<file path="config.mk">
export PLATFORM = sky130hd
export DESIGN_NAME = load_ext_pipe
export DESIGN_NICKNAME = d
export VERILOG_FILES = /design/src/rtl/load_ext_pipe.sv
export SDC_FILE = /design/constraint.sdc
export NUM_CORES = 1
export LEC_CHECK = 0
export ABC_AREA = 1
export BUFFER_PORTS_ARGS = -buffer_cell sky130_fd_sc_hd__buf_2
export CAP_MARGIN = 15
export CORE_UTILIZATION = 50
export DETAILED_ROUTE_END_ITERATION = 10
export PLACE_DENSITY = 0.87
export SYNTH_ARGS = -nofsm -noshare
export SYNTH_HDL_FRONTEND = slang
export SYNTH_SLANG_ARGS = --single-unit
</file>
<file path="constraint.sdc">
create_clock -name clk -period 2 [get_ports clk]
set_clock_uncertainty 0.15 [all_clocks]
set_input_delay 0.1 -clock clk [delete_from_list [all_inputs] [get_ports clk]]
set_output_delay 0.1 -clock clk [all_outputs]
set_load 0.005 [all_outputs]
</file>
<file path="src/rtl/load_ext_pipe.sv">
// load_ext_pipe: load-data byte/half/word/full extraction with sign/zero extension, registered valid/ready with skid.
// Optional LOAD_EXT_ADEL_CNT_EN adds a saturating count of accepted misaligned accesses.
module load_ext_pipe #(
    parameter int DATA_W = 32,
    parameter int OFF_W  = $clog2(DATA_W/8)
) (
    input  logic              clk,
    input  logic              resetn,
    input  logic              flush,
    input  logic              in_valid,
    output logic              in_ready,
    input  logic [DATA_W-1:0] in_data,
    input  logic [OFF_W-1:0]  in_off,
    input  logic [1:0]        in_size,
    input  logic              in_unsigned,
    output logic              out_valid,
    input  logic              out_ready,
    output logic [DATA_W-1:0] out_data,
    output logic              out_adel
`ifdef LOAD_EXT_ADEL_CNT_EN
    ,output logic [15:0]      adel_cnt
`endif
);
    typedef enum logic [1:0] {EMPTY, ONE, TWO} state_t;
    state_t r_state, w_next;
    logic              r_in_ready, r_out_adel, r_skid_adel, w_adel;
    logic              w_in_x, w_out_x, w_load_out, w_load_skid, w_from_skid;
    logic [DATA_W-1:0] r_out_data, r_skid_data, w_shift, w_field, w_res;
    assign w_in_x    = in_valid & r_in_ready;
    assign w_out_x   = out_valid & out_ready;
    assign in_ready  = r_in_ready;
    assign out_valid = r_state != EMPTY;
    assign out_data  = r_out_data;
    assign out_adel  = r_out_adel;
    // Aligned accesses only ever use the low bits of the offset-shifted word, so one shifter serves every size.
    assign w_shift = in_data >> {in_off, 3'b000};
    always_comb begin
        w_adel  = (in_size == 2'd1 && in_off[0]) || (in_size == 2'd2 && in_off[1:0] != 2'b00) ||
                  (in_size == 2'd3 && in_off != '0);
        w_field = in_size == 2'd0 ? (in_unsigned ? DATA_W'(w_shift[7:0])  : DATA_W'($signed(w_shift[7:0]))) :
                  in_size == 2'd1 ? (in_unsigned ? DATA_W'(w_shift[15:0]) : DATA_W'($signed(w_shift[15:0]))) :
                  in_size == 2'd2 ? (in_unsigned ? DATA_W'(w_shift[31:0]) : DATA_W'($signed(w_shift[31:0]))) :
                  w_shift;
        w_res   = w_adel ? '0 : w_field;
    end
    always_comb begin
        w_next      = r_state;
        w_load_out  = 1'b0;
        w_load_skid = 1'b0;
        w_from_skid = 1'b0;
        case (r_state)
            EMPTY: begin
                w_next     = w_in_x ? ONE : EMPTY;
                w_load_out = w_in_x;
            end
            ONE: begin
                w_next      = w_in_x ? (w_out_x ? ONE : TWO) : (w_out_x ? EMPTY : ONE);
                w_load_out  = w_in_x & w_out_x;
                w_load_skid = w_in_x & ~w_out_x;
            end
            TWO: begin
                w_next      = w_out_x ? ONE : TWO;
                w_from_skid = w_out_x;
            end
            default: w_next = EMPTY;
        endcase
        if (flush) begin
            w_next      = EMPTY;
            w_load_out  = 1'b0;
            w_load_skid = 1'b0;
            w_from_skid = 1'b0;
        end
    end
    always_ff @(posedge clk or negedge resetn) begin
        if (!resetn) begin
            r_state     <= EMPTY;
            r_in_ready  <= 1'b1;
            r_out_data  <= '0;
            r_out_adel  <= 1'b0;
            r_skid_data <= '0;
            r_skid_adel <= 1'b0;
        end else begin
            r_state    <= w_next;
            r_in_ready <= w_next != TWO;
            if (flush) begin
                r_out_adel <= 1'b0;
            end else if (w_load_out) begin
                r_out_data <= w_res;
                r_out_adel <= w_adel;
            end else if (w_from_skid) begin
                r_out_data <= r_skid_data;
                r_out_adel <= r_skid_adel;
            end
            if (w_load_skid) begin
                r_skid_data <= w_res;
                r_skid_adel <= w_adel;
            end
        end
    end
`ifdef LOAD_EXT_ADEL_CNT_EN
    logic [15:0] r_adel_cnt;
    assign adel_cnt = r_adel_cnt;
    always_ff @(posedge clk or negedge resetn) begin
        if (!resetn)
            r_adel_cnt <= '0;
        else if (w_in_x && w_adel && r_adel_cnt != 16'hFFFF)
            r_adel_cnt <= r_adel_cnt + 16'd1;
    end
`endif
endmodule

</file>
Word-level counts from Yosys, hierarchy flattened --
Cells that the tools add are included.
Storage, ports and cells: register bits 69, output and inout port bits 35, word-level logic and storage cells 53, bits of input ports 42
Cells by class: shifts and indexed selects 1, mux-type cells 22, reduce and logical (&&, ||, !) cells 12, eq/ne operators 6, bitwise gates (word level) 6
Operators with widths (number):
- 32-bit 2-to-1 mux | 7
- 32-bit by 5-bit right shift with 32-bit output | 1
- 1-bit 2-to-1 mux | 10
- 2-bit equality test, second input constant | 3
- 2-bit 2-to-1 mux | 3
- 2-bit one-hot mux with 3 select lines | 1
- 2-bit nonzero test | 3
- 1-bit AND | 4
- 2-bit by 1-bit equality test with 1-bit output, second input constant | 2
- 2-bit zero test | 2
- 1-bit logical AND | 3
- 3-bit nonzero test | 1
- 1-bit logical OR | 2
- 2-bit != test, second input constant | 1
- 1-bit inverter | 2
- 1-bit one-hot mux with 2 select lines | 1
- 2-bit AND reduction | 1

Depth between registers and ports, before layout --
word-level depth 7, depth in mapped cells 15, depth with buffers taken out 14

Worst setup path before layout --
Ideal clock, no wire load.
path kind register -> register, start reg r_state[0], end reg r_out_data[25], in the netlist out_data[25], buffers on the path 1, required time 1.785 ns, clock period less this slack 1.910 ns, library setup time 0.065 ns, cell stages (with the launch flop) 16, path slack 0.090 ns, arrival 1.695 ns, path through dfrtp_1 > inv_2 > nand2_1 > nand2_1 > inv_1 > ha_1 > nand2_1 > nand2_1 > nand2_1 > nand2_4 > inv_2 > buf_2 > nand2_1 > nand2_1 > clkinv_1 > nand2_1
Between the ends: cells in the longest elaborated chain, start to end 7, elaborated cells on any way between the ends 13, classes of those cells eq/ne: 2; mux: 5; bitwise: 2; reduce/logical: 4
RTL lines:
- start: declaration | RTL line 25 | state_t r_state, w_next;
- start signal: assignment | RTL line 83 | r_state <= w_next;
- 2-bit nonzero test (*) | RTL line 32 | assign out_valid = r_state != EMPTY;
- named net out_valid | RTL line 16 | output logic out_valid,
- 1-bit AND (*) | RTL line 30 | assign w_out_x = out_valid & out_ready;
- 1-bit AND | RTL line 58 | w_load_out = w_in_x & w_out_x;
- 1-bit one-hot mux with 2 select lines | RTL line 51 | case (r_state)
- 1-bit 2-to-1 mux | RTL line 67 | if (flush) begin
- 2-bit nonzero test (no source line)
- 2-bit AND reduction (no source line)
- end signal: assignment | RTL line 88 | r_out_data <= w_res;
- end signal: assignment | RTL line 91 | r_out_data <= r_skid_data;
- end: declaration | RTL line 28 | logic [DATA_W-1:0] r_out_data, r_skid_data, w_shift, w_field, w_res;
Mark *: on every way through the listed nets, which the timed path passes. The rest lies on a longest branch. A chain may end at the register's enable or synchronous reset.

Worst setup path after layout --
start reg r_in_ready, in the netlist in_ready, end reg r_out_data[9], in the netlist out_data[9]
Between the ends: cells in the longest elaborated chain, start to end 6, elaborated cells on any way between the ends 7, classes of those cells mux: 3; bitwise: 2; reduce/logical: 2
RTL lines:
- start: declaration | RTL line 26 | logic r_in_ready, r_out_adel, r_skid_adel, w_adel;
- start signal: assignment | RTL line 77 | r_in_ready <= 1'b1;
- start signal: assignment | RTL line 84 | r_in_ready <= w_next != TWO;
- 1-bit AND (*) | RTL line 29 | assign w_in_x = in_valid & r_in_ready;
- 1-bit AND | RTL line 58
- 1-bit one-hot mux with 2 select lines (*) | RTL line 51
- 1-bit 2-to-1 mux (*) | RTL line 67
- 2-bit nonzero test (no source line)
- 2-bit AND reduction (no source line)
Every way passes the cells marked *; elsewhere a longest branch is shown, timed or not.

==> out/qor_table.md <==
| Metric | This run |
|:---|:---|
| Seq/Total Area, Yosys | 0.4493 |
| Pin count of the biggest net entering global routing | 49 |
| Worst-margin pin slew | 600.0 ps |
| Post-synthesis async set-or-reset flop share | 1.000 |
| Worst Setup Path Type | reg -> reg |
| Cell types with the largest area share after synthesis | dfrtp_1 (44%), nand2_1 (23%), nand3_1 (9.8%) |
| Crit Reg-Reg Endpoint | out_data[9] |
| DPL Wire Length | 7469 µm |
| Fmax achieved | 519.9 MHz |
| Global placer's final weighted congestion | 0.9522 |
| Chip width | 89.71 µm |
| Design Power | 4.420 mW |
| Number of vias per cell after detailed routing | 5.437 |
| Synthesized instance count | 550 |
| CTS tree | built |
| Instance count after placement with tap cells included | 711 |
| Starting Density | 0.5247 |
| Most common library cell in the layout ignoring fill and taps | nand2_1 |
| Pleak | 2.653 nW |
| Root buffer selected by CTS | clkbuf_8 |
| N_diodes | 0 |
| Area of the die | 8047 µm² |
| Number of antenna violations at the first check in global routing | 0 |
| Crit share post-route | 0.9618 |
| Startpoint of the most critical register-to-register path | in_ready |
| Worst supply voltage drop on vdd | 0.0004465 V |
| Mean instance size in the synthesized netlist | 6.993 µm² |
| Fraction of final layout cells with drive strength greater than 1 | 0.2273 |
| Number of design-rule violations left by the first detailed-router iteration | 459 |
| Number of warnings issued by yosys | 0 |
| Total clock sinks | 69 |
| Flip-flop and latch count after synthesis | 69 |
| Data arrival time of the critical path | 2020 ps |
| Post-synthesis net count | 594 |
| Global-route wire length before repair | 17540 µm |
| Clock latency reported for the late side of the worst-skew pair | 360 ps |
| Required time of the critical path | 2100 ps |
| Relative slew margins | 0.6000 |
| Cells on Worst Hold Path | 7 |
| Placeable Area | 7331 µm² |
| Power density over the cells | 927.4 nW/µm² |
| Buffers on Ports | 76 |
| Sum of routed wire length over all layers | 10980 µm |
| Post-synthesis cell type count | 27 |
| Overall die height | 89.71 µm |
| Worst Reg2Reg Path Length in Cells | 13 |
| Final net count | 677 |
| R2R Setup Slk | 80 ps |
| Number of buffers added by the clock tree synthesis step | 9 |
| Number of hold-slack violations in the final timing report | 0 |
| Post-Syn Area | 3846 µm² |
| Hold worst-path end | r_skid_data[0] |
| Clock-pin slew reported for the worst setup and hold paths after clock tree synthesis | 80 ps |
| DRC viols | 0 |
| Buffer depth of the longest clock path | 2 |
| Top_reg_cell synth | dfrtp_1 |
| Number of synthesized flops with an enable pin | 0 |
| Fin cells | 737 |
| Routed vias | 4007 |
| Area share of the leading cell type in the synthesized netlist | 0.4424 |
| Run status | finished, final reports clean |
| Path type of the worst min-delay path | in -> reg |
| Global-route usage over all layers | 0.2716 |
| Boundary Pins | 77 |
| Element type at the critical path end | flip-flop |
| Area growth from synthesis to layout | 23.91% |
| Max-slew violations | 0 |
| Number of routed nets with antenna violations | 0 |
| Sort of element at the start of the critical path | flip-flop |
| Commonest cells after routing, fill and taps aside | nand2_1 (225), buf_2 (76), nand3_1 (75) |
| Top cell type by total area after synthesis | dfrtp_1 |
| Max-capacitance violation count | 0 |
| Vias in the first global route | 3653 |
| Total global routing overflow | 0 |
| Level count of the clock H-tree | 3 |
| Count of endpoints failing setup in the final report | 0 |
| Routed wire length per instance | 14.90 µm |
| Number of detailed-route iterations in the first pass | 6 |
| Max Fanout on Critical Path | 5 |
| Site Rows | 31 |
| Worst hold start | in_data[8] |
| Post-route minimum period | 1924 ps |
[logic make-up after synthesis]
| group | after synthesis | share of synthesized area |
|---|---|---|
| simple gates | 340 | 0.3650 |
| buf+inv | 75 | 0.08458 |
| flops | 69 | 0.4493 |
| compound gates | 64 | 0.09467 |
| fa+ha+maj | 2 | 0.006505 |
[cell usage after synthesis (8+ instances only)]
library cell / count
nand2_1: 232
nand3_1: 75
dfrtp_1: 68
a21oi_1: 27
nor2_1: 25
o21ai_0: 23
inv_1: 22
clkinv_1: 15
buf_2: 14
clkbuf_1: 10
inv_2: 9
o211ai_1: 8
[metal layers]
layer  GRT usage  wire (µm)
met1      0.3678       4400
met2      0.4231       5135
met3     0.04992       1059
met4      0.1270        385
met5           0          0
[area by class of cell]
cell class	instances	area, µm²
Tap cell	99	123.9
Inverter	46	185.2
Clock buffer	10	137.6
Clock inverter	6	86.33
Multi-Input combinational cell	406	1819
Timing Repair Buffer	101	685.7
Sequential cell	69	1728
Fill cell	610	2565
[critical path: stages (launching register included)]
cell	delay (ps)
dfstp_2	540
nand2_1	60
inv_2	70
ha_2	170
nand2_2	70
nand2_2	90
nand2_2	80
nand2_4	120
clkinv_8	90
clkbuf_16	170
nand2_2	60
nand2_1	50
inv_1	50
nand2_1	40
[sequential cells by signal, indices dropped and copies added, names as in the netlist]
name         count
r_state          2
in_ready         1
out_data        32
out_adel         1
r_skid_adel      1
r_skid_data     32
[metrics by stage]
stage               utilization  setup TNS [ps]  cell area [µm²]  hold slack, ps  setup slack, ps
CTS                      0.6303               0             4621           71.94            19.84
floorplan                     -               0             3846          -345.6            89.83
global route             0.6501          -3.343             4766           113.2           -3.343
global placement         0.5953               0             4364          -33.02            142.2
finish                   0.6501               0             4766           80.17            76.47
detailed placement       0.5953               0             4364          -18.74            7.646
[where the power goes]
part	leakage (nW)	switching [mW]	internal, mW
Clock	0.112	0.554	0.733
Combinational	1.64	0.677	0.491
Sequential	0.905	0.207	1.76
[repair_timing]
| item | in CTS | in global routing |
|---|---|---|
| setup endpoints to repair | 4 | 31 |
| pin swaps | 0 | 4 |
| hold endpoints to repair | 27 | 0 |
| buffers inserted | 0 | 4 |
| resized for setup | 1 | 15 |
| hold buffers | 3 | 0 |
| cloned | 0 | 3 |
[worst max path at each step]
stage               startpoint      endpoint  slack (ps)  cells after the start
floorplan           r_state[0]  out_data[25]          90                     15
detailed placement  r_state[1]  out_data[19]           8                     15
global route        r_state[1]  out_data[20]          -3                     15
finish                in_ready   out_data[9]          80                     13
global placement    r_state[0]  out_data[17]         140                     15
CTS                 r_state[1]  out_data[19]          20                     15
Power figures use the tool's default switching activity.
